<file path="src/rtl/uart_host_ctrl.sv">
// Bus initiator for the UART register slave: runs the configuration sequence,
// streams TX bytes into THR under a credit scheme and services the UART
// interrupt by reading IIR followed by RB, LSR or MSR.
module uart_host_ctrl #(
    parameter int unsigned ADDR_W     = 3,
    parameter int unsigned TX_DEPTH   = 16,
    parameter int unsigned INT_SETTLE = 2
) (
    input  logic              clk,
    input  logic              wb_rst_n,
    output logic [ADDR_W-1:0] wb_addr_o,
    output logic [7:0]        wb_dat_o,
    output logic              wb_we_o,
    output logic              wb_re_o,
    input  logic [7:0]        wb_dat_i,
    input  logic              int_i,
    input  logic              cfg_start,
    input  logic [15:0]       cfg_div,
    input  logic [6:0]        cfg_lcr,
    input  logic [7:0]        cfg_fcr,
    input  logic [3:0]        cfg_ier,
    output logic              cfg_done,
    output logic              busy,
    input  logic [7:0]        tx_data,
    input  logic              tx_valid,
    output logic              tx_ready,
    output logic [7:0]        rx_data,
    output logic              rx_valid,
    input  logic              rx_ready,
    output logic [7:0]        lsr_o,
    output logic              lsr_stb,
    output logic [7:0]        msr_o,
    output logic              msr_stb
);

    localparam int unsigned CredW = $clog2(TX_DEPTH + 1);
    localparam int unsigned SetW  = (INT_SETTLE > 1) ? $clog2(INT_SETTLE) : 1;

    localparam logic [CredW-1:0]  CredFull = CredW'(TX_DEPTH);
    localparam logic [ADDR_W-1:0] AddrTr   = ADDR_W'(0);
    localparam logic [ADDR_W-1:0] AddrIe   = ADDR_W'(1);
    localparam logic [ADDR_W-1:0] AddrFcIi = ADDR_W'(2);
    localparam logic [ADDR_W-1:0] AddrLc   = ADDR_W'(3);
    localparam logic [ADDR_W-1:0] AddrLs   = ADDR_W'(5);
    localparam logic [ADDR_W-1:0] AddrMs   = ADDR_W'(6);

    typedef enum logic [3:0] {
        StIdle, StCfgWr, StCfgGap, StTxGap, StIirRd, StIirWait, StLsrRd, StLsrWait,
        StMsrRd, StMsrWait, StRbRd, StRbWait, StRxHold, StSettle
    } state_e;

    // Every INT service ends here; with no settle time go straight back to idle.
    localparam state_e           SettleEntry = (INT_SETTLE == 0) ? StIdle : StSettle;
    localparam logic [SetW-1:0]  SettleInit  =
        SetW'((INT_SETTLE == 0) ? 0 : INT_SETTLE - 1);

    state_e            state_q, state_d;
    logic [2:0]        cfg_idx_q, cfg_idx_d;
    logic [15:0]       div_q, div_d;
    logic [6:0]        lcr_q, lcr_d;
    logic [7:0]        fcr_q, fcr_d;
    logic [3:0]        ier_q, ier_d;
    logic              configured_q, configured_d;
    logic [CredW-1:0]  credits_q, credits_d;
    logic [SetW-1:0]   settle_q, settle_d;
    logic [7:0]        rx_data_q, rx_data_d;
    logic              rx_valid_q, rx_valid_d;
    logic [7:0]        lsr_q, lsr_d;
    logic              lsr_stb_q, lsr_stb_d;
    logic [7:0]        msr_q, msr_d;
    logic              msr_stb_q, msr_stb_d;

    // State and datapath registers, synchronous active-low reset.
    always_ff @(posedge clk) begin
        if (!wb_rst_n) begin
            state_q      <= StIdle;
            cfg_idx_q    <= '0;
            div_q        <= '0;
            lcr_q        <= '0;
            fcr_q        <= '0;
            ier_q        <= '0;
            configured_q <= 1'b0;
            credits_q    <= '0;
            settle_q     <= '0;
            rx_data_q    <= '0;
            rx_valid_q   <= 1'b0;
            lsr_q        <= '0;
            lsr_stb_q    <= 1'b0;
            msr_q        <= '0;
            msr_stb_q    <= 1'b0;
        end else begin
            state_q      <= state_d;
            cfg_idx_q    <= cfg_idx_d;
            div_q        <= div_d;
            lcr_q        <= lcr_d;
            fcr_q        <= fcr_d;
            ier_q        <= ier_d;
            configured_q <= configured_d;
            credits_q    <= credits_d;
            settle_q     <= settle_d;
            rx_data_q    <= rx_data_d;
            rx_valid_q   <= rx_valid_d;
            lsr_q        <= lsr_d;
            lsr_stb_q    <= lsr_stb_d;
            msr_q        <= msr_d;
            msr_stb_q    <= msr_stb_d;
        end
    end

    // Next-state, register updates and bus outputs.
    always_comb begin
        state_d      = state_q;
        cfg_idx_d    = cfg_idx_q;
        div_d        = div_q;
        lcr_d        = lcr_q;
        fcr_d        = fcr_q;
        ier_d        = ier_q;
        configured_d = configured_q;
        credits_d    = credits_q;
        settle_d     = settle_q;
        rx_data_d    = rx_data_q;
        rx_valid_d   = rx_valid_q;
        lsr_d        = lsr_q;
        lsr_stb_d    = 1'b0;
        msr_d        = msr_q;
        msr_stb_d    = 1'b0;
        wb_addr_o    = '0;
        wb_dat_o     = '0;
        wb_we_o      = 1'b0;
        wb_re_o      = 1'b0;
        cfg_done     = 1'b0;
        tx_ready     = 1'b0;

        unique case (state_q)
            StIdle: begin
                // Settle time is spent in StSettle, so the counter is always 0 here.
                if (cfg_start) begin
                    div_d     = cfg_div;
                    lcr_d     = cfg_lcr;
                    fcr_d     = cfg_fcr;
                    ier_d     = cfg_ier;
                    cfg_idx_d = 3'd0;
                    state_d   = StCfgWr;
                end else if (configured_q && int_i) begin
                    state_d = StIirRd;
                end else if (configured_q && tx_valid && (credits_q != '0)) begin
                    // THR write issues straight from idle so the byte is taken this cycle.
                    wb_we_o   = 1'b1;
                    wb_addr_o = AddrTr;
                    wb_dat_o  = tx_data;
                    tx_ready  = 1'b1;
                    credits_d = credits_q - CredW'(1);
                    state_d   = StTxGap;
                end
            end
            StCfgWr: begin
                wb_we_o = 1'b1;
                unique case (cfg_idx_q)
                    3'd0: begin wb_addr_o = AddrLc;   wb_dat_o = {1'b1, lcr_q};  end
                    3'd1: begin wb_addr_o = AddrTr;   wb_dat_o = div_q[7:0];     end
                    3'd2: begin wb_addr_o = AddrIe;   wb_dat_o = div_q[15:8];    end
                    3'd3: begin wb_addr_o = AddrLc;   wb_dat_o = {1'b0, lcr_q};  end
                    3'd4: begin wb_addr_o = AddrFcIi; wb_dat_o = fcr_q;          end
                    3'd5: begin wb_addr_o = AddrIe;   wb_dat_o = {4'b0, ier_q};  end
                    default: begin wb_addr_o = '0;    wb_dat_o = '0;             end
                endcase
                if (cfg_idx_q == 3'd5) begin
                    cfg_done     = 1'b1;
                    configured_d = 1'b1;
                    credits_d    = CredFull;
                end
                state_d = StCfgGap;
            end
            StCfgGap: begin
                if (cfg_idx_q == 3'd5) begin
                    state_d = StIdle;
                end else begin
                    cfg_idx_d = cfg_idx_q + 3'd1;
                    state_d   = StCfgWr;
                end
            end
            StTxGap: state_d = StIdle;
            StIirRd: begin
                wb_re_o   = 1'b1;
                wb_addr_o = AddrFcIi;
                state_d   = StIirWait;
            end
            StIirWait: begin
                // IIR data is valid this cycle; bit 0 set means nothing pending.
                state_d  = SettleEntry;
                settle_d = SettleInit;
                if (!wb_dat_i[0]) begin
                    unique case (wb_dat_i[3:1])
                        3'b011:         state_d = StLsrRd;
                        3'b010, 3'b110: state_d = StRbRd;
                        3'b001:         credits_d = CredFull;
                        3'b000:         state_d = StMsrRd;
                        default:        state_d = SettleEntry;
                    endcase
                end
            end
            StLsrRd: begin
                wb_re_o   = 1'b1;
                wb_addr_o = AddrLs;
                state_d   = StLsrWait;
            end
            StLsrWait: begin
                lsr_d     = wb_dat_i;
                lsr_stb_d = 1'b1;
                state_d   = SettleEntry;
                settle_d  = SettleInit;
            end
            StMsrRd: begin
                wb_re_o   = 1'b1;
                wb_addr_o = AddrMs;
                state_d   = StMsrWait;
            end
            StMsrWait: begin
                msr_d     = wb_dat_i;
                msr_stb_d = 1'b1;
                state_d   = SettleEntry;
                settle_d  = SettleInit;
            end
            StRbRd: begin
                wb_re_o   = 1'b1;
                wb_addr_o = AddrTr;
                state_d   = StRbWait;
            end
            StRbWait: begin
                rx_data_d  = wb_dat_i;
                rx_valid_d = 1'b1;
                state_d    = StRxHold;
            end
            StRxHold: begin
                // No bus traffic until the consumer takes the byte.
                if (rx_ready) begin
                    rx_valid_d = 1'b0;
                    state_d    = SettleEntry;
                    settle_d   = SettleInit;
                end
            end
            StSettle: begin
                if (settle_q == '0) begin
                    state_d = StIdle;
                end else begin
                    settle_d = settle_q - SetW'(1);
                end
            end
            default: state_d = StIdle;
        endcase
    end

    assign busy     = (state_q != StIdle);
    assign rx_data  = rx_data_q;
    assign rx_valid = rx_valid_q;
    assign lsr_o    = lsr_q;
    assign lsr_stb  = lsr_stb_q;
    assign msr_o    = msr_q;
    assign msr_stb  = msr_stb_q;

endmodule

</file>
<file path="config.mk">
export PLATFORM = sky130hd
export DESIGN_NAME = uart_host_ctrl
export DESIGN_NICKNAME = d
export VERILOG_FILES = /design/src/rtl/uart_host_ctrl.sv
export SDC_FILE = /design/constraint.sdc
export NUM_CORES = 1
export LEC_CHECK = 0
export ABC_AREA = 1
export CORE_MARGIN = 1.5
export CORE_UTILIZATION = 58
export CTS_BUF_LIST = sky130_fd_sc_hd__clkbuf_8 sky130_fd_sc_hd__clkbuf_16
export CTS_CLUSTER_DIAMETER = 60
export DETAILED_ROUTE_END_ITERATION = 6
export DONT_BUFFER_PORTS = 1
export GPL_ROUTABILITY_DRIVEN = 0
export GPL_TIMING_DRIVEN = 0
export PLACE_DENSITY_LB_ADDON = 0.12
export REMOVE_ABC_BUFFERS = 1
export SLEW_MARGIN = 20
export SYNTH_ARGS = -nofsm -noshare
export SYNTH_HDL_FRONTEND = slang
export SYNTH_SLANG_ARGS = --single-unit
</file>
<file path="constraint.sdc">
create_clock -name clk -period 1.9 [get_ports clk]
set_input_delay 0.38 -clock clk [delete_from_list [all_inputs] [get_ports clk]]
set_output_delay 0.38 -clock clk [all_outputs]
set_load 0.01 [all_outputs]
</file>
Word-level counts from Yosys, hierarchy flattened
Index checks and enable logic that the tools add are counted.

Bits in registers: 76. Bits in latches: 0. RAM bits: 0. Memory bits (read-only): 0. Input port bits: 57. Output and inout bits: 43. Memories: 0.

$add $sub $neg: 3. Multipliers: 0. Div/mod/pow operators: 0. $lt $le $gt $ge: 0. Eq/ne operators: 32. Shift operators: 0. Multiplexer cells: 41. Bitwise logic cells: 0. Reductions and logical operators: 25.

Operator list (count): one-hot mux 4 bit (12 select lines) (1); one-hot mux 8 bit (6 select lines) (1); 2-to-1 mux 5 bit (6); == test 4 bit (second input constant) (6); 2-to-1 mux 4 bit (6); 2-to-1 mux 8 bit (3); inequality test 2 bit (second input constant) (10); == test 4 x 3 -> 1 bit (second input constant) (4); one-hot mux 8 bit (2 select lines) (1); one-hot mux 5 bit (3 select lines) (1); 2-to-1 mux 1 bit (13); == test 3 x 2 -> 1 bit (second input constant) (4); one-hot mux 3 bit (4 select lines) (1); one-hot mux 4 bit (3 select lines) (1); == test 3 bit (second input constant) (3); AND reduction 2 bit (4); OR reduction 2 bit (4); AND reduction 7 bit (1); == test 3 x 1 -> 1 bit (second input constant) (2); logical NOT 3 bit (2); 2-to-1 mux 3 bit (2); one-hot mux 2 bit (3 select lines) (1); one-hot mux 3 bit (2 select lines) (1); AND reduction 3 bit (2); 16 further kinds (21).

Depth between registers and ports, before layout
Gate-level depths: netlist of run 1.

Depth after elaboration: 6. Mapped depth: 11.

Worst setup path after synthesis of run 1
Ideal clock, no wire load.

Kind: flip-flop to output port. From: register cfg_idx_q[1]. To: output port wb_dat_o[7]. Arrival time: 1.306 ns. Required time: 1.520 ns. Slack: 0.214 ns. Cell stages (with the launch flop): 9. Buffers on the path: 0. Cells stage by stage: dfxtp_1 -> inv_1 -> ha_1 -> inv_1 -> nor2_1 -> nand2_1 -> nand2_1 -> a21oi_1 -> o21ai_0.

Cells in the longest elaborated chain, start to end: 3.

Ends and longest elaborated chain: from (decl) (RTL line 58) `logic [2:0] cfg_idx_q, cfg_idx_d;`; from (signal assigned) (RTL line 93) `cfg_idx_q <= cfg_idx_d;`; == test 3 bit (tied with other cells) (RTL line 158) `unique case (cfg_idx_q)`; one-hot mux 8 bit (6 select lines) (*) (RTL line 158); one-hot mux 8 bit (2 select lines) (*) (RTL line 134) `unique case (state_q)`; to (decl) (RTL line 12) `output logic [7:0] wb_dat_o,`.

Every way passes the cells marked *; elsewhere a longest branch is shown, timed or not.

Final worst setup path of run 1
Same ends and word-level chain as after synthesis.

==> Implementation_results.wiki, run 1 <==
{| class="wikitable"
! Metric !! Value
|-
| Simple-gate share of the synthesized area || 0.3003
|-
| Dominant combinational cell family by area after synthesis || simple AND/OR/NAND/NOR gates
|-
| Worst R2R Start || state_q[1]
|-
| Via density per instance || 5.677
|-
| Half-perimeter wire length after placement || 5.991 mm
|-
| GRT Total Usage || 0.2844
|-
| Type of element capturing the critical path || primary output
|-
| Data arrival at the endpoint of the critical path || 1.62 ns
|-
| Worst min-delay path class || in2reg
|-
| Flip-flop and latch count after synthesis || 76
|-
| Worst-case clock skew || 0.007705 ns
|-
| Post-synth top area share || 0.4246
|-
| 1st-pass router iterations || 4
|-
| Worst hold path stage count || 2
|-
| Period utilisation layout || 1.052
|-
| Xor-xnor portion of the synthesized cell area || 0.002444
|-
| Detailed-route wire length || 9.275 mm
|-
| Hold Fails Final Rpt || 0
|-
| Type of origin of the critical path || flop
|-
| Startpoint of the tightest hold check path || wb_rst_n
|-
| CTS sink cnt || 76
|-
| Final Max Slew Viols || 0
|-
| Count of standard-cell rows || 28
|-
| Final standard cell area without fillers || 4253 sq um
|-
| CTS clk-pin slew, worst paths || 0.08 ns
|-
| Worst r2r path cells || 6
|-
| Global-route wire length before repair || 14.42 mm
|-
| Width of the chip || 81.60 um
|-
| First element of the critical path || cfg_idx_q[1]
|-
| Largest area contributor in the synthesized netlist || sky130_fd_sc_hd__dfxtp_1
|-
| Max Fanout on Critical Path || 4
|-
| Post-synthesis cell area || 3583 sq um
|-
| Worst IR Drop VDD || 1.128 mV
|-
| Number of maximum-capacitance constraint violations || 0
|-
| Synth Area in Adders || 0.02444
|-
| Share of cells above drive strength 1 || 0.2414
|-
| Multiplexer fraction of the synthesized cell area || 0
|-
| Number of buffers inserted by port buffering || 0
|-
| Final #Nets || 581
|-
| Non-Filler Instances || 597
|-
| Power Density || 1495 nW/um^2
|-
| Rel. slew slack || 0.3282
|-
| Standard cell core area || 5956 sq um
|-
| Mean cell area of the mapped netlist || 7.013 sq um
|-
| Starting density of the core || 0.6017
|-
| Sequential-to-total area share from yosys stat || 0.4246
|-
| Leftover overflow at the end of global routing || 0
|-
| Required arrival time at the worst endpoint || 1.52 ns
|-
| Worst R2R End || div_q[12]
|-
| Hold-fix buffers at CTS || 0
|-
| Leading cell type by number of instances after synthesis || sky130_fd_sc_hd__nand2_1
|-
| Number of cells produced by synthesis || 511
|-
| Deepest clock path buffer count || 2
|-
| Fraction of the mapped netlist area in compound gates || 0.1732
|-
| Achievable Freq || 500.3 MHz
|-
| Power after layout || 0.006359 W
|-
| Placed instance area || 3602 sq um
|-
| Top cells by area, synth || sky130_fd_sc_hd__dfxtp_1 42%, sky130_fd_sc_hd__nand2_1 12%, sky130_fd_sc_hd__a21oi_1 9.1%
|-
| Routed wire per std cell || 15.54 um
|-
| Run status || finished with violations
|-
| Total of endpoints with negative setup slack in the final report || 9
|-
| Count of flip-flops with a built-in enable after synthesis || 0
|-
| Unrepaired setup endpoints after global routing || yes
|-
| Max H-tree Level || 3
|-
| Root buffer cell || sky130_fd_sc_hd__clkbuf_8
|-
| Initial antenna violation count || 0
|-
| Full die area || 6659 sq um
|-
| Syn-to-layout area delta || 18.68%
|-
| Warnings from Yosys || 0
|-
| Top_reg_cell synth || sky130_fd_sc_hd__dfxtp_1
|-
| Via count of the first global-routing pass || 3129
|-
| Type of the worst setup path || reg2out
|-
| Clock latency on the worst-skew pair || 0.35 ns
|-
| Final critical-path setup slack || -0.09863 ns
|-
| Async set-or-reset flop fraction in the synthesized netlist || 0
|-
| Hold Path Sink || credits_q[0]
|-
| Die height || 81.60 um
|-
| Final Critical Period || 1.999 ns
|-
| Violation count after the first detailed-routing iteration || 237
|-
| Failing checks || setup timing
|-
| Number of antenna cells inserted || 0
|-
| Most frequent cells after synthesis || 119 x sky130_fd_sc_hd__nand2_1, 76 x sky130_fd_sc_hd__dfxtp_1, 65 x sky130_fd_sc_hd__a21oi_1, 54 x sky130_fd_sc_hd__nor2_1, 46 x sky130_fd_sc_hd__nand3_1
|-
| Number of cells after detailed placement || 565
|-
| Number of top-level pins || 100
|-
| Inserted Clock Buffers || 9
|-
| Transition time at the pin with the least slew margin || 1.002 ns
|-
| Total via count in the routed design || 3389
|-
| Internal reg-to-reg setup slack || 0.21 ns
|-
| Yosys cell types || 33
|-
| Remaining number of nets flagged by the antenna check after routing || 0
|-
| Maximum number of pins on one net before global-route repair || 42
|-
| CTS tree || built
|-
| Leakage power total || 1.740 nW
|-
| DRC errors left || 0
|}
[layout by cell type (no fill, tap or decap), types with 5 or more instances in the layout]
cell type	instances
sky130_fd_sc_hd__nand2_2	28
sky130_fd_sc_hd__dfxtp_1	67
sky130_fd_sc_hd__nand3_1	42
sky130_fd_sc_hd__nand2_1	89
sky130_fd_sc_hd__clkbuf_8	10
sky130_fd_sc_hd__inv_2	8
sky130_fd_sc_hd__nand2_4	6
sky130_fd_sc_hd__o21ai_0	38
sky130_fd_sc_hd__nor2_4	10
sky130_fd_sc_hd__nand4_1	6
sky130_fd_sc_hd__buf_4	12
sky130_fd_sc_hd__nor2_1	48
sky130_fd_sc_hd__inv_1	31
sky130_fd_sc_hd__dfxtp_4	6
sky130_fd_sc_hd__a21oi_1	61
sky130_fd_sc_hd__ha_4	5
[area by class of cell]
cell class	count	area, sq um
Clock inverter	6	40.04
Tap cell	75	93.84
Timing Repair Buffer	16	160.2
Multi-Input combinational cell	370	2097
Timing Repair inverter	1	7.507
Sequential cell	76	1548
Inverter	43	168.9
Clock buffer	10	137.6
Fill cell	521	1703
[where the power goes]
| part | internal [W] | switching (W) |
|---|---|---|
| clock | 0.000506 | 0.000600 |
| combinational | 0.00106 | 0.00193 |
| sequential | 0.00197 | 0.000290 |
[metrics by stage]
| step | setup TNS, ns | hold WS, ns | utilization | worst slack, ns |
|---|---|---|---|---|
| floorplan | -0.7420 | 0.4291 | - | -0.1092 |
| global placement | -21.33 | 0.4400 | 0.5994 | -0.7579 |
| detailed placement | -0.2668 | 0.4477 | 0.6048 | -0.1928 |
| CTS | -0.4410 | 0.1332 | 0.6861 | -0.06702 |
| global route | -1.242 | 0.1476 | 0.7141 | -0.1678 |
| finish | -0.6021 | 0.1513 | 0.7141 | -0.09863 |
[critical path: stages, from the launching register on]
cell                      delay [ns]
sky130_fd_sc_hd__dfxtp_4        0.37
sky130_fd_sc_hd__inv_4          0.08
sky130_fd_sc_hd__ha_4           0.19
sky130_fd_sc_hd__inv_4          0.05
sky130_fd_sc_hd__nor2_4         0.14
sky130_fd_sc_hd__nand2_1        0.09
sky130_fd_sc_hd__nand2_1        0.10
sky130_fd_sc_hd__a21oi_1        0.07
sky130_fd_sc_hd__o21ai_2        0.17
[kinds of logic (layout without fill, tap and decap cells)]
logic type | after synthesis | after routing
compound gates | 117 | 117
xor+xnor | 1 | 1
flops | 76 | 76
fa+ha+maj | 7 | 7
simple gates | 245 | 245
buf+inv | 65 | 76
[flip-flops by register name, summed over array words and instances, names as in the netlist, 3 cells and up]
signal	count
cfg_idx_q	3
credits_q	5
div_q	16
fcr_q	8
ier_q	4
lcr_q	7
lsr_o	8
msr_o	8
rx_data	8
state_q	4
[worst max path at each step]
stage | end | depth (start not counted)
after floorplan | cfg_idx_q[0] | 6
after global placement | cfg_idx_q[0] | 6
after detailed placement | wb_dat_o[7] | 8
after CTS | wb_dat_o[6] | 9
after global routing | wb_dat_o[1] | 9
final | wb_dat_o[7] | 8
[timing repair]
item                                   in CTS  in global routing
endpoints found under the hold margin       0                  0
setup endpoints to repair                  15                 12
setup buffers                               9                  6
cloned                                      1                  0
gates resized for setup                    72                 32
pin swaps                                  19                 22
[layer usage]
metal	track usage	vias up	share of wire
li1	-	1700	-
met5	0	-	0
met2	0.4702	119	0.48
met4	0.1153	0	0.020
met3	0.07556	16	0.083
met1	0.3512	1554	0.41
(Power assumes the default switching activity.)
==> run 2: changes to the inputs <==
Settings changed: CORE_ASPECT_RATIO set to 0.75.
==> run 2 against run 1 <==
Compared with the run above:
- final cell count up 1.2%
- the flow still finishes with violations (setup timing)
- sequential cell count unchanged
- utilization up 2.1 points
- critical path depth down 2
- clock-buffer cell count unchanged
==> Implementation_results.wiki, run 2 (synthesis results as in run 1) <==
{| class="wikitable"
! Metric !! Value
|-
| Number of antenna cells inserted || 0 (unchanged)
|-
| Data arrival at the endpoint of the critical path || 1.64 ns (+0.02 ns)
|-
| Syn-to-layout area delta || 20.81%
|-
| Worst R2R Start || state_q[1]
|-
| Startpoint of the tightest hold check path || wb_rst_n
|-
| Switching fraction of total power || 0.4413 (-0.002579)
|-
| Most common library cell in the layout ignoring fill and taps || sky130_fd_sc_hd__nand2_1
|-
| DRC errors left || 0 (unchanged)
|-
| Critical Path Slowest Stage Cell || sky130_fd_sc_hd__dfxtp_4
|-
| Net switching power || 0.002949 W (+4.5%)
|-
| Final #Nets || 585 (+0.69%)
|-
| Type of element capturing the critical path || primary output
|-
| CTS tree || built
|-
| Hold Fails Final Rpt || 0 (unchanged)
|-
| Total of endpoints with negative setup slack in the final report || 9 (unchanged)
|-
| Number of buffers inserted by port buffering || 0 (unchanged)
|-
| Highest-count cells in the layout ignoring fill and taps || 89 x sky130_fd_sc_hd__nand2_1, 68 x sky130_fd_sc_hd__dfxtp_1, 61 x sky130_fd_sc_hd__a21oi_1, 49 x sky130_fd_sc_hd__nor2_1, 42 x sky130_fd_sc_hd__nand3_1
|-
| Worst stage delay on the critical path || 0.37 ns (about the same)
|-
| Transition time at the pin with the least slew margin || 1.038 ns (+0.03661 ns)
|-
| Total via count in the routed design || 3480 (+2.7%)
|-
| Hold-fix buffers at CTS || 0 (unchanged)
|-
| Routed wire per std cell || 16.53 um (+6.4%)
|-
| CTS clk-pin slew, worst paths || 0.08 ns (about the same)
|-
| Internal Pwr Total || 0.003733 W (+5.6%)
|-
| Sum of buffers and inverters on the critical path || 2 (unchanged)
|-
| Via count of the first global-routing pass || 3152 (+0.74%)
|-
| Run status || finished with violations
|-
| Utilization after layout || 0.7355 (+0.02147)
|-
| CP top delay family || flip-flops
|-
| Sequential share of power || 0.338 (-0.017)
|-
| GRT Total Usage || 0.2993 (+0.01486)
|-
| Maximum number of pins on one net before global-route repair || 42 (unchanged)
|-
| Standard cell core area || 5886 sq um (-1.2%)
|-
| Worst setup path end || wb_dat_o[7]
|-
| Detailed-route wire length || 9.984 mm (+7.6%)
|-
| Type of the worst setup path || reg2out
|-
| Deepest clock path buffer count || 2 (unchanged)
|-
| Layout fillers || 464 (-11%)
|-
| Final Critical Period || 2.018 ns (+0.01891 ns)
|-
| Share of cells above drive strength 1 || 0.2395 (-0.001836)
|-
| Worst R2R End || state_q[0]
|-
| Full die area || 6664 sq um (about the same)
|-
| Via density per instance || 5.762 (+1.5%)
|-
| CTS sink cnt || 76 (unchanged)
|-
| Type of origin of the critical path || flop
|-
| Cell breakdown of the critical path || inv_2 > ha_2 > nand2_4 > inv_2 > a21oi_1 > o21ai_2
|-
| Number of maximum-capacitance constraint violations || 0 (unchanged)
|-
| Worst IR Drop VDD || 1.123 mV (-0.42%)
|-
| Max H-tree Level || 3 (unchanged)
|-
| Number of top-level pins || 100 (unchanged)
|-
| Final Max Slew Viols || 0 (unchanged)
|-
| Leftover overflow at the end of global routing || 0 (unchanged)
|-
| Combinational Power Share || 0.475 (+0.004)
|-
| Max Fanout on Critical Path || 5 (+1)
|-
| Power Density || 1543 nW/um^2 (+3.2%)
|-
| Rel. slew slack || 0.3036 (-0.02456)
|-
| Total area of multi-input combinational cells || 2116 sq um (+0.90%)
|-
| Failing checks || setup timing
|-
| Root buffer cell || sky130_fd_sc_hd__clkbuf_8
|-
| Unrepaired setup endpoints after global routing || yes
|-
| Internal reg-to-reg setup slack || 0.13 ns (-0.08 ns)
|-
| Initial antenna violation count || 0 (unchanged)
|-
| Global-route wire length before repair || 15.39 mm (+6.7%)
|-
| Biggest register || div_q
|-
| Leakage power total || 1.784 nW (+2.6%)
|-
| Max FFs per register || 16 (unchanged)
|-
| Period utilisation layout || 1.062 (+0.009954)
|-
| Total area of sequential cells || 1546 sq um (about the same)
|-
| First element of the critical path || cfg_idx_q[0]
|-
| Achievable Freq || 495.7 MHz (-0.94%)
|-
| Cell count along the critical path || 6 (-2)
|-
| Starting density of the core || 0.6088 (+0.007163)
|-
| Remaining number of nets flagged by the antenna check after routing || 0 (unchanged)
|-
| Clock latency on the worst-skew pair || 0.36 ns (about the same)
|-
| Count of standard-cell rows || 24 (-14%)
|-
| Width of the chip || 93.76 um (+15%)
|-
| Worst r2r path cells || 8 (+2)
|-
| Violation count after the first detailed-routing iteration || 227 (-4.2%)
|-
| Worst min-delay path class || in2reg
|-
| Required arrival time at the worst endpoint || 1.52 ns (about the same)
|-
| Die height || 71.07 um (-13%)
|-
| Most Frequent Cell on Critical Path || sky130_fd_sc_hd__inv_2
|-
| Half-perimeter wire length after placement || 6.211 mm (+3.7%)
|-
| Worst-case clock skew || 0.009851 ns (+0.002146 ns)
|-
| 1st-pass router iterations || 5 (+1)
|-
| Inserted Clock Buffers || 9 (unchanged)
|-
| Clk pwr share || 0.187 (+0.013)
|-
| Final critical-path setup slack || -0.1175 ns (-0.01891 ns)
|-
| Setup WS pre-CTS || -0.2786 ns (-0.08586 ns)
|}
==> run 2: cell types whose count changed in the layout (fill, tap and decap cells not counted), moves of 2 or more <==
cell / previous run / this run
sky130_fd_sc_hd__buf_4: 12 / 16
sky130_fd_sc_hd__nand2_2: 28 / 25
sky130_fd_sc_hd__nand2_4: 6 / 9
sky130_fd_sc_hd__a21oi_2: 4 / 2
sky130_fd_sc_hd__a21oi_4: 0 / 2
sky130_fd_sc_hd__clkinv_2: 3 / 1
sky130_fd_sc_hd__clkinv_4: 2 / 0
sky130_fd_sc_hd__inv_6: 0 / 2
sky130_fd_sc_hd__o22ai_2: 3 / 1
==> run 2: repair_timing <==
action | CTS | global route
gates resized for setup | 79 | 28
setup buffers | 15 | 4
gates cloned | 1 | 0
hold endpoints to repair | 0 | 0
pin swaps | 24 | 16
endpoints found under the setup margin | 15 | 13
==> run 2: cell type report <==
type / count / share of cell area
multi-input combinational: 370 / 0.4887
timing repair inverter: 1 / 0.001734
inverter: 43 / 0.03960
clock buffer: 10 / 0.03179
tap: 78 / 0.02254
clock inverter: 6 / 0.01445
sequential: 76 / 0.3572
timing repair buffer: 20 / 0.04393
==> run 2: how the worst min path moves through the flow <==
stage,to,slack [ns],depth (start not counted)
after floorplan,ier_q[0],0.43,2
after global routing,configured_q,0.13,1
after CTS,configured_q,0.13,1
after global placement,ier_q[1],0.44,2
final,credits_q[0],0.13,2
after detailed placement,ier_q[2],0.44,2
==> run 2: worst reg2reg max path, stage by stage (launching register included) <==
cell and delay (ns):
sky130_fd_sc_hd__dfxtp_4 0.37, sky130_fd_sc_hd__nor2_4 0.16, sky130_fd_sc_hd__buf_4 0.18, sky130_fd_sc_hd__nand3_2 0.37, sky130_fd_sc_hd__nand2_1 0.28, sky130_fd_sc_hd__nor2_1 0.07
sky130_fd_sc_hd__nand2_1 0.07, sky130_fd_sc_hd__nand2_1 0.05, sky130_fd_sc_hd__a21oi_1 0.13
==> run 2: power by group through the flow <==
stage	registers (W)	clock network [W]	logic, W
finish	0.00226	0.00125	0.00317
global placement	0.00224	0	0.00226
detailed placement	0.00226	0	0.00241
floorplan	0.00219	0	0.00184
CTS	0.00223	0.00126	0.00289
global route	0.00229	0.00132	0.00347
==> run 2: layer usage <==
layer	track usage	share of wire
met1	0.3954	0.44
met2	0.4775	0.47
met3	0.09355	0.074
met4	0.07794	0.019
met5	0	0
==> run 2: metrics by stage <==
stage / std cells / TNS, ns / hold slack, ns / total power [W] / instance area, sq um
2_1_floorplan: 489 / -0.7420 / 0.4291 / 0.004031 / 3476
3_3_place_gp: 567 / -18.95 / 0.4407 / 0.004503 / 3573
3_5_place_dp: 568 / -0.7625 / 0.4437 / 0.004668 / 3606
4_1_cts: 600 / -0.5305 / 0.1298 / 0.006378 / 4190
5_1_grt: 604 / -1.394 / 0.1305 / 0.007074 / 4329
6_report: 604 / -0.7998 / 0.1270 / 0.006682 / 4329
==> run 3: changes to the inputs <==
Clock period 1.9 ns to 2.3 ns, I/O delays scaled along.
==> run 3 against run 2 <==
Compared with the run above:
- the flow now finishes without violations
- die area is the same
- register-to-register slack better by 0.37 ns
- utilization is 7.3 points lower
- largest power group unchanged
- highest routed layer unchanged
==> Implementation_results.wiki, run 3 (synthesis results as in run 1) <==
{| class="wikitable"
! Metric !! Value
|-
| Root buffer cell || sky130_fd_sc_hd__clkbuf_8
|-
| Starting density of the core || 0.6088 (unchanged)
|-
| CTS tree || built
|-
| Internal reg-to-reg setup slack || 0.50 ns (+0.37 ns)
|-
| Highest-count cells in the layout ignoring fill and taps || 115 x sky130_fd_sc_hd__nand2_1, 72 x sky130_fd_sc_hd__dfxtp_1, 64 x sky130_fd_sc_hd__a21oi_1, 53 x sky130_fd_sc_hd__nor2_1, 44 x sky130_fd_sc_hd__nand3_1
|-
| Deepest clock path buffer count || 2 (unchanged)
|-
| GRT Total Usage || 0.2743 (-0.02497)
|-
| DRC errors left || 0 (unchanged)
|-
| Width of the chip || 93.76 um (unchanged)
|-
| Final Critical Period || 2.203 ns
|-
| Via count of the first global-routing pass || 2940 (-6.7%)
|-
| Die height || 71.07 um (unchanged)
|-
| Routed wire per std cell || 15.65 um (-5.3%)
|-
| Clock latency on the worst-skew pair || 0.35 ns (about the same)
|-
| Syn-to-layout area delta || 8.869%
|-
| Non-Filler Instances || 586 (-3.0%)
|-
| Biggest register || div_q
|-
| Worst hold slack || 0.2214 ns (+0.09436 ns)
|-
| First element of the critical path || state_q[0]
|-
| Number of maximum-capacitance constraint violations || 0 (unchanged)
|-
| Violation count after the first detailed-routing iteration || 136 (-40%)
|-
| Initial antenna violation count || 0 (unchanged)
|-
| 1st-pass router iterations || 6 (+1)
|-
| Global-route wire length before repair || 14.19 mm (-7.8%)
|-
| Inserted Clock Buffers || 9 (unchanged)
|-
| Leakage power total || 1.617 nW (-9.4%)
|-
| Detailed-route wire length || 9.173 mm (-8.1%)
|-
| Hold-fix buffers at CTS || 0 (unchanged)
|-
| Worst R2R End || state_q[0]
|-
| Half-perimeter wire length after placement || 6.211 mm (unchanged)
|-
| Worst IR Drop VDD || 0.7497 mV (-33%)
|-
| Required arrival time at the worst endpoint || 1.84 ns (+0.32 ns)
|-
| Maximum number of pins on one net before global-route repair || 42 (unchanged)
|-
| Type of origin of the critical path || flop
|-
| Power Density || 1281 nW/um^2 (-17%)
|-
| Period utilisation layout || 0.9578
|-
| Full die area || 6664 sq um (unchanged)
|-
| Type of element capturing the critical path || primary output
|-
| Remaining number of nets flagged by the antenna check after routing || 0 (unchanged)
|-
| Run status || finished, final reports clean
|-
| Number of buffers inserted by port buffering || 0 (unchanged)
|-
| Standard cell core area || 5886 sq um (unchanged)
|-
| Max H-tree Level || 3 (unchanged)
|-
| Share of cells above drive strength 1 || 0.1043 (-0.1352)
|-
| Summed negative setup slack over all endpoints || 0 ns (+0.7998 ns)
|-
| Rel. slew slack || 0.3077 (+0.004123)
|-
| Total of endpoints with negative setup slack in the final report || 0 (-9)
|-
| Transition time at the pin with the least slew margin || 1.032 ns (-0.006148 ns)
|-
| Count of standard-cell rows || 24 (unchanged)
|-
| Hold Fails Final Rpt || 0 (unchanged)
|-
| Worst r2r path cells || 8 (unchanged)
|-
| Achievable Freq || 454.0 MHz
|-
| Most common library cell in the layout ignoring fill and taps || sky130_fd_sc_hd__nand2_1
|-
| Number of cells after detailed placement || 568 (unchanged)
|-
| Final #Nets || 567 (-3.1%)
|-
| Number of top-level pins || 100 (unchanged)
|-
| Leftover overflow at the end of global routing || 0 (unchanged)
|-
| CTS sink cnt || 76 (unchanged)
|-
| Total via count in the routed design || 3335 (-4.2%)
|-
| Data arrival at the endpoint of the critical path || 1.74 ns (+0.10 ns)
|-
| CTS clk-pin slew, worst paths || 0.08 ns (about the same)
|-
| Final Max Slew Viols || 0 (unchanged)
|-
| Worst setup path end || cfg_done
|-
| Power after layout || 0.004998 W (-25%)
|-
| Via density per instance || 5.691 (-1.2%)
|-
| Worst-case clock skew || 0.009206 ns (-0.0006450 ns)
|-
| Worst min-delay path class || in2reg
|-
| Max FFs per register || 16 (unchanged)
|-
| Placed instance area || 3606 sq um (unchanged)
|-
| Max Fanout on Critical Path || 6 (+1)
|-
| Worst R2R Start || state_q[0]
|-
| Number of antenna cells inserted || 0 (unchanged)
|-
| Type of the worst setup path || reg2out
|-
| Final standard cell area without fillers || 3901 sq um (-9.9%)
|}
run 3: per-layer routing:
layer / vias to the layer above / track usage / wire length [um]
met4: 0 / 0.05638 / 89
met1: 1546 / 0.3742 / 4029
li1: 1657 / - / -
met2: 121 / 0.4291 / 4290
met5: - / 0 / 0
met3: 11 / 0.08817 / 764
run 3: report_power, final:
| part | switching (W) | total, W | leakage, nW | internal (W) |
|---|---|---|---|---|
| clock | 0.000493 | 0.00102 | 0.100 | 0.000528 |
| sequential | 0.000246 | 0.00186 | 0.621 | 0.00161 |
| combinational | 0.00145 | 0.00212 | 0.895 | 0.000668 |
run 3: critical path, cell delays in order, from the launching register on:
cell and delay [ns]:
sky130_fd_sc_hd__dfxtp_1 0.54, sky130_fd_sc_hd__inv_1 0.17, sky130_fd_sc_hd__nor2_4 0.18, sky130_fd_sc_hd__nand2_1 0.17, sky130_fd_sc_hd__nor2_1 0.34
run 3: worst min path at each step:
stage          startpoint            to  slack [ns]  cells after the start
2_1_floorplan    ier_q[0]      ier_q[0]        0.43                      2
3_3_place_gp     ier_q[1]      ier_q[1]        0.44                      2
3_5_place_dp     ier_q[2]      ier_q[2]        0.44                      2
4_1_cts          wb_rst_n  configured_q        0.21                      1
5_1_grt          wb_rst_n  configured_q        0.21                      1
6_report         wb_rst_n  configured_q        0.22                      1
run 3: layout make-up:
| cell class | instances | area, sq um |
|---|---|---|
| fill | 538 | 1984 |
| multi-input combinational | 370 | 1866 |
| sequential | 76 | 1531 |
| inverter | 43 | 163.9 |
| clock buffer | 10 | 137.6 |
| tap | 78 | 97.59 |
| clock inverter | 6 | 62.56 |
| timing repair buffer | 2 | 35.03 |
| timing repair inverter | 1 | 7.507 |
run 3: metrics by stage:
stage          utilization  setup WS, ns
2_1_floorplan            -        0.2908
3_3_place_gp        0.6071       -0.3481
3_5_place_dp        0.6127       0.04137
4_1_cts             0.6531      0.004083
5_1_grt             0.6628     -0.003290
6_report            0.6628       0.09712
run 3: repair_timing:
item,4_1_cts,5_1_grt
pin swaps,1,0
endpoints found under the setup margin,9,10
gates resized for setup,12,14
buffers inserted,1,0
gates cloned,0,1
